===== src/rtl/uart_rx_oversample.sv =====
// uart_rx_oversample
// Oversampling UART receiver: 8 data bits, LSB first, optional parity, one stop bit.
// Feeds the receive FIFO directly (data_o / data_valid_o) and reports per-byte
// parity errors and framing errors.
//
// Ports
//   clk_i         system clock
//   reset_n_i     synchronous active-low reset
//   uart_rxd_i    asynchronous serial input, idles high
//   data_o        last received byte, held until the next valid byte
//   data_valid_o  one-cycle pulse, data_o valid
//   parity_err_o  parity mismatch on this byte, qualified by data_valid_o
//   frame_err_o   one-cycle pulse, stop bit sampled low
//   busy_o        receiver not idle
//
// state    | meaning
// ---------+--------------------------------------------------------------
// S_IDLE   | line idle, waiting for rx low
// S_START  | counting to mid-start; rx high there rejects a glitch
// S_DATA   | sampling 8 data bits at bit centre, LSB first
// S_PARITY | sampling parity bit at bit centre
// S_STOP   | sampling stop bit at bit centre; emits byte or framing error
// S_BREAK  | line held low after a framing error, waiting for rx high

module uart_rx_oversample #(
    parameter int    ClkFreq        = 50000000,
    parameter int    BaudRate       = 115200,
    parameter int    OversampleRate = 16,
    parameter string ParityBit      = "none",
    parameter int    UseDebouncer   = 1
) (
    input  logic       clk_i,
    input  logic       reset_n_i,
    input  logic       uart_rxd_i,
    output logic [7:0] data_o,
    output logic       data_valid_o,
    output logic       parity_err_o,
    output logic       frame_err_o,
    output logic       busy_o
);

    localparam int DIV     = ClkFreq / (BaudRate * OversampleRate);
    localparam int DW      = (DIV > 1) ? $clog2(DIV) : 1;
    localparam int SW      = $clog2(OversampleRate);
    localparam bit PAR_EN  = (ParityBit != "none");
    localparam bit PAR_ODD = (ParityBit == "odd");

    localparam logic [SW-1:0] MID_START  = SW'(OversampleRate / 2 - 1);
    localparam logic [SW-1:0] BIT_CENTRE = SW'(OversampleRate - 1);

    generate
        if (DIV == 0) begin : g_div_check
            $error("uart_rx_oversample: ClkFreq too low for BaudRate*OversampleRate");
        end
        if ((OversampleRate < 4) || ((OversampleRate % 2) != 0)) begin : g_os_check
            $error("uart_rx_oversample: OversampleRate must be even and >= 4");
        end
        if ((ParityBit != "none") && (ParityBit != "even") && (ParityBit != "odd")) begin : g_par_check
            $error("uart_rx_oversample: ParityBit must be none, even or odd");
        end
    endgenerate

    typedef enum logic [2:0] {
        S_IDLE, S_START, S_DATA, S_PARITY, S_STOP, S_BREAK
    } state_t;

    state_t        state_q, state_d;
    logic [DW-1:0] div_cnt_q, div_cnt_d;
    logic [1:0]    sync_q, sync_d;
    logic [2:0]    filt_q, filt_d;
    logic [SW-1:0] scnt_q, scnt_d;
    logic [3:0]    bcnt_q, bcnt_d;
    logic [7:0]    shreg_q, shreg_d;
    logic          perr_q, perr_d;
    logic [7:0]    data_q, data_d;
    logic          valid_q, valid_d;
    logic          perr_out_q, perr_out_d;
    logic          ferr_q, ferr_d;

    logic tick;
    logic rx;
    logic maj;
    logic at_centre;

    assign tick      = (div_cnt_q == DW'(DIV - 1));
    assign maj       = (filt_q[0] & filt_q[1]) | (filt_q[0] & filt_q[2]) | (filt_q[1] & filt_q[2]);
    assign rx        = (UseDebouncer != 0) ? maj : sync_q[1];
    assign at_centre = (scnt_q == BIT_CENTRE);

    always_comb begin
        div_cnt_d = tick ? '0 : div_cnt_q + 1'b1;
        sync_d    = {sync_q[0], uart_rxd_i};
        filt_d    = tick ? {filt_q[1:0], sync_q[1]} : filt_q;
    end

    always_ff @(posedge clk_i) begin
        if (!reset_n_i) begin
            state_q    <= S_IDLE;
            div_cnt_q  <= '0;
            sync_q     <= 2'b11;
            filt_q     <= 3'b111;
            scnt_q     <= '0;
            bcnt_q     <= '0;
            shreg_q    <= '0;
            perr_q     <= 1'b0;
            data_q     <= '0;
            valid_q    <= 1'b0;
            perr_out_q <= 1'b0;
            ferr_q     <= 1'b0;
        end else begin
            state_q    <= state_d;
            div_cnt_q  <= div_cnt_d;
            sync_q     <= sync_d;
            filt_q     <= filt_d;
            scnt_q     <= scnt_d;
            bcnt_q     <= bcnt_d;
            shreg_q    <= shreg_d;
            perr_q     <= perr_d;
            data_q     <= data_d;
            valid_q    <= valid_d;
            perr_out_q <= perr_out_d;
            ferr_q     <= ferr_d;
        end
    end

    always_comb begin
        state_d = state_q;
        if (tick) begin
            case (state_q)
                S_IDLE:   if (!rx) state_d = S_START;
                S_START:  if (scnt_q == MID_START) state_d = rx ? S_IDLE : S_DATA;
                S_DATA:   if (at_centre && (bcnt_q == 4'd7)) state_d = PAR_EN ? S_PARITY : S_STOP;
                S_PARITY: if (at_centre) state_d = S_STOP;
                S_STOP:   if (at_centre) state_d = rx ? S_IDLE : S_BREAK;
                S_BREAK:  if (rx) state_d = S_IDLE;
                default:  state_d = S_IDLE;
            endcase
        end
    end

    // Counters, shift register and the registered output pulses.
    always_comb begin
        scnt_d     = scnt_q;
        bcnt_d     = bcnt_q;
        shreg_d    = shreg_q;
        perr_d     = perr_q;
        data_d     = data_q;
        valid_d    = 1'b0;
        perr_out_d = 1'b0;
        ferr_d     = 1'b0;
        if (tick) begin
            case (state_q)
                S_IDLE: begin
                    scnt_d = '0;
                    bcnt_d = '0;
                    perr_d = 1'b0;
                end
                S_START: begin
                    scnt_d = (scnt_q == MID_START) ? '0 : scnt_q + 1'b1;
                end
                S_DATA: begin
                    if (at_centre) begin
                        scnt_d  = '0;
                        bcnt_d  = bcnt_q + 1'b1;
                        shreg_d = {rx, shreg_q[7:1]};
                    end else begin
                        scnt_d = scnt_q + 1'b1;
                    end
                end
                S_PARITY: begin
                    if (at_centre) begin
                        scnt_d = '0;
                        perr_d = ^shreg_q ^ rx ^ PAR_ODD;
                    end else begin
                        scnt_d = scnt_q + 1'b1;
                    end
                end
                S_STOP: begin
                    if (at_centre) begin
                        scnt_d = '0;
                        if (rx) begin
                            valid_d    = 1'b1;
                            data_d     = shreg_q;
                            perr_out_d = PAR_EN & perr_q;
                        end else begin
                            ferr_d = 1'b1;
                        end
                    end else begin
                        scnt_d = scnt_q + 1'b1;
                    end
                end
                default: begin
                    scnt_d = '0;
                end
            endcase
        end
    end

    always_comb begin
        busy_o       = (state_q != S_IDLE);
        data_o       = data_q;
        data_valid_o = valid_q;
        parity_err_o = perr_out_q;
        frame_err_o  = ferr_q;
    end

endmodule

===== config.mk =====
export PLATFORM = sky130hd
export DESIGN_NAME = uart_rx_oversample
export DESIGN_NICKNAME = d
export VERILOG_FILES = /design/src/rtl/uart_rx_oversample.sv
export SDC_FILE = /design/constraint.sdc
export NUM_CORES = 1
export LEC_CHECK = 0
export ABC_CLOCK_PERIOD_IN_PS = 5300
export BUFFER_PORTS_ARGS = -buffer_cell sky130_fd_sc_hd__buf_2
export CAP_MARGIN = 20
export CORE_MARGIN = 5
export CORE_UTILIZATION = 60
export CTS_BUF_LIST = sky130_fd_sc_hd__clkbuf_8
export CTS_CLUSTER_SIZE = 12
export DETAILED_ROUTE_END_ITERATION = 10
export PLACE_DENSITY = 0.8
export SYNTH_ARGS = -nofsm -noshare
export SYNTH_HDL_FRONTEND = slang
export SYNTH_SLANG_ARGS = --single-unit
export TNS_END_PERCENT = 1

===== constraint.sdc =====
create_clock -name clk_i -period 5.3 [get_ports clk_i]
set_input_delay 1.06 -clock clk_i [delete_from_list [all_inputs] [get_ports clk_i]]
set_output_delay 1.06 -clock clk_i [all_outputs]
set_load 0.03 [all_outputs]

-- Yosys cells after proc, flatten, opt, wreduce, memory -nomap -nowiden
Cells that the tools add are included.
- register bits: 39
- input port bits: 3
- output and inout bits: 12
- word-level logic and storage cells: 62
- add/subtract/negate cells: 3
- equal/unequal tests: 16
- mux-type cells: 16
- bitwise gates (word level): 6
- reduce and logical (&&, ||, !) cells: 11
- operator list (operator ; count):
    2-to-1 mux 3 bit ; 7
    case mux 3 bit (6 select lines) ; 1
    case mux 4 bit (2 select lines) ; 2
    != test 2 bit, second input constant ; 7
    2-to-1 mux 4 bit ; 3
    adder 4 x 1 -> 4 bit, second input constant ; 2
    equality test 4 x 3 -> 1 bit, second input constant ; 2
    AND reduction 4 bit ; 2
    AND reduction 7 bit ; 1
    equality test 3 x 2 -> 1 bit, second input constant ; 2
    equality test 3 bit, second input constant ; 2
    AND reduction 3 bit ; 2
    adder 5 x 1 -> 5 bit, second input constant ; 1
    equality test 5 bit, second input constant ; 1
    equality test 4 bit, second input constant ; 1
    AND 1 bit ; 3
    equality test 3 x 1 -> 1 bit, second input constant ; 1
    logical NOT 3 bit ; 1
    nonzero test 3 bit ; 1
    OR reduction 3 bit ; 1
    2-to-1 mux 1 bit ; 2
    2-to-1 mux 2 bit ; 1
    OR 1 bit ; 2
    nonzero test 2 bit ; 1
    other kinds (3) ; 3

-- Longest topological paths before layout
- depth after elaboration: 6
- mapped depth: 7
- mapped depth without buffers: 7

-- Least setup slack after synthesis
Ideal clock, no wire load.
- path type: flip-flop to output port
- from: register state_q[1]
- to: output busy_o
- arrival: 879 ps
- data required time: 4240 ps
- path slack: 3361 ps
- stages on the path, launching flop included: 4
- buffers on the path: 1
- cells stage by stage: dfxtp_1 > buf_6 > nor3_1 > inv_1
- word-level cells in the longest chain between the ends: 1
- ends and longest elaborated chain (element ; RTL line ; RTL):
    from (decl) ; 67 ; state_t state_q, state_d;
    from (signal assigned) ; 111 ; state_q <= state_d;
    nonzero test 3 bit ; 200 ; busy_o = (state_q != S_IDLE);
    to (decl) ; 39 ; output logic busy_o
No other way between the ends.

-- Worst setup path in the final report
- from: register state_q[2]
- to: output busy_o
The elaborated chain is that of the path after synthesis.

==> results.py <==
metrics = {
    "run_status": {
        "status": "complete, no violations",
    },
    "global_routing": {
        "overflow": 0,
        "antenna_found_initial": 0,
        "first_global_vias": 1166,
        "grt_max_degree": 34,
        "grt_usage_pct": 16.0,
        "grt_first_pass_wirelength_um": 5150,
    },
    "logic_synthesis": {
        "syn-cell-area_um2": 1710,
        "synth_adder_area_share_pct": 3.58,
        "synthesis.nets": 175,
        "synth-compound-area-share_pct": 8.84,
        "netlist_instances": 168,
        "muxShareOfSynthArea_pct": 12.3,
        "synth_edf_count": 0,
        "syn_area_per_cell_um2": 10.2,
        "synth_top_family_by_area": "simple AND/OR/NAND/NOR gates",
        "synth_xor_area_share_pct": 2.56,
        "ys_seq_area_share_pct": 45.6,
        "async_reset_ff_share_pct": 0,
        "synth_ff_type": "dfxtp_1",
        "yosys.cell_types.count": 42,
        "yosys_warnings": 0,
        "synth-simple-area-share_pct": 22.9,
        "ys_ff_latch": 39,
    },
    "drt": {
        "drt-total-wl_um": 2790,
        "viasPerCell": 5.35,
        "num_vias": 1139,
        "drc": 0,
        "ant_nets": 0,
        "wl_per_cell_um": 13.1,
        "drtPass1Iterations": 4,
        "drt_iter0_markers": 25,
    },
    "finish": {
        "num-fill-cells": 224,
        "drive_gt1_share_pct": 17.0,
        "area_growth_syn_to_layout_pct": 11.1,
        "final_nets": 188,
        "diodes": 0,
    },
    "setup_path": {
        "critPathKind": "register to output pin",
        "arrival_ns": 1.37,
        "required_ns": 4.24,
        "crit_path_end_kind": "output pin",
        "cp_max_fo": 12,
        "startpoint_type": "register",
        "rr_worst_depth": 5,
    },
    "sta": {
        "worst_hold_slack_ns": 0.424,
        "hold_viol": 0,
        "post-route-period-util_pct": 45.9,
        "fmax_mhz": 411,
        "worst_pin_slew_ns": 0.499,
        "fin_skew_ns": 0.00614,
        "rsz0062_at_grt": "no",
        "finalSetupViolations": 0,
        "min_period_ns": 2.43,
        "tns_ns": 0,
        "relSlewSlack_pct": 66.6,
        "slew_viol_final": 0,
    },
    "cts": {
        "insertion_delay_ns": 0.29,
        "cts_hold_buf": 0,
        "post_cts_buffers": 0,
        "clockRootBuffer": "clkbuf_8",
        "cts_tree": "yes",
        "clock_sinks": 39,
        "clk_pin_slew_ns": 0.08,
        "htree_levels": 2,
        "cts_buffers": 5,
        "cts_resized": 0,
        "clockBufferDepth": 2,
    },
    "floorplanning": {
        "die_w_um": 63.4,
        "dieArea_um2": 4020,
        "dieHeight_um": 63.4,
        "core_area_um2": 2760,
        "num_rows": 19,
        "io_pins": 15,
        "start_util_pct": 62.1,
    },
    "placement": {
        "io_buffer_count": 13,
        "place.gp.congestion": 0.778,
        "dp_hpwl_um": 1960,
    },
    "job": {
        "max_cap_violations": 0,
    },
    "hold_path": {
        "whs_path_depth": 1,
        "hold_class": "register to register",
    },
    "power_and_ir_drop": {
        "power.density_nw_per_um2": 314,
        "p_leak_nw": 0.850,
        "peakVddDrop_v": 0.000267,
    },
}
[worst paths after layout]
kind / startpoint / to / slack (ns)
setup / recovery: state_q[2] / busy_o / 2.87
hold / removal: sync_q[0] / sync_q[1] / 0.42
setup reg to reg: state_q[1] / shreg_q[0] / 3.34
hold reg to reg: sync_q[0] / sync_q[1] / 0.42
[layout by cell type (no fill, tap or decap), types with 4 or more instances in the layout]
| cell type | count |
|---|---|
| nand2_1 | 9 |
| clkbuf_8 | 5 |
| nor2b_1 | 19 |
| mux2i_1 | 21 |
| buf_2 | 13 |
| dfxtp_1 | 39 |
| nand3_1 | 7 |
| nor2_1 | 13 |
| xor2_1 | 4 |
| o21ai_0 | 7 |
| ha_1 | 4 |
| inv_1 | 6 |
[worst max-delay path, stage by stage, from the launching register on]
cell and delay [ns]:
dfxtp_1 0.43, nor3_1 0.34, inv_1 0.12, buf_2 0.19
[Yosys cell counts, drive strengths merged, types with 2 or more instances]
master | instances | area, um^2
nor3b | 3 | 22.5
nand3 | 7 | 35.0
inv | 6 | 22.5
and3 | 2 | 13.8
xor2 | 4 | 35.0
dfxtp | 39 | 781
clkbuf | 2 | 7.51
nand2b | 3 | 18.8
ha | 4 | 50.1
nor2b | 19 | 119
mux2i | 21 | 210
nor3 | 2 | 21.3
or3 | 3 | 25.0
buf | 5 | 38.8
nor2 | 13 | 48.8
a21boi | 4 | 30.0
nand2 | 9 | 33.8
o21ai | 8 | 43.8
[power breakdown]
part | leakage (nW) | internal, mW | switching (mW)
Sequential | 0.315 | 0.295 | 0.00205
Combinational | 0.465 | 0.00574 | 0.00685
Clock | 0.0695 | 0.186 | 0.101
Total | 0.850 | 0.487 | 0.110
[layout make-up]
class | instances | area, um^2 | share of cell area, %
Clock buffer | 5 | 68.8 | 3.62
Tap cell | 31 | 38.8 | 2.04
Clock inverter | 3 | 63.8 | 3.35
Multi-Input combinational cell | 116 | 863 | 45.4
Sequential cell | 39 | 781 | 41.0
Inverter | 6 | 22.5 | 1.18
Timing Repair Buffer | 13 | 65.1 | 3.42
[metal layers]
metal | wire (um) | GRT usage (%)
met1 | 1260 | 18.4
met2 | 1420 | 26.0
met3 | 66 | 5.86
met4 | 36 | 7.27
met5 | 0 | 0
[logic make-up after synthesis]
family	Yosys count
and+or+nand+nor	66
DFF	39
muxes	21
AOI/OAI and AO/OA	18
buffers and inverters	13
adders and majority gates	5
xor gates and xnor gates	5
other	1
[sequential cells by signal, summed over array words and instances (netlist names)]
signal        count
div_cnt_q         5
scnt_q            4
frame_err_o       1
data_o            8
state_q           3
filt_q            3
shreg_q           8
sync_q            2
bcnt_q            4
data_valid_o      1
[stage by stage]
step | cell area (um^2) | cells | setup slack [ns] | util, % | power, mW
2_1_floorplan | 1710 | 168 | 3.36 | - | 0.315
3_3_place_gp | 1770 | 205 | 3.01 | 64.2 | 0.316
3_5_place_dp | 1770 | 205 | 2.95 | 64.2 | 0.317
4_1_cts | 1900 | 213 | 2.85 | 69.0 | 0.604
5_1_grt | 1900 | 213 | 2.76 | 69.0 | 0.621
6_report | 1900 | 213 | 2.87 | 69.0 | 0.597
No activity file was read; power rests on OpenSTA's default activity.
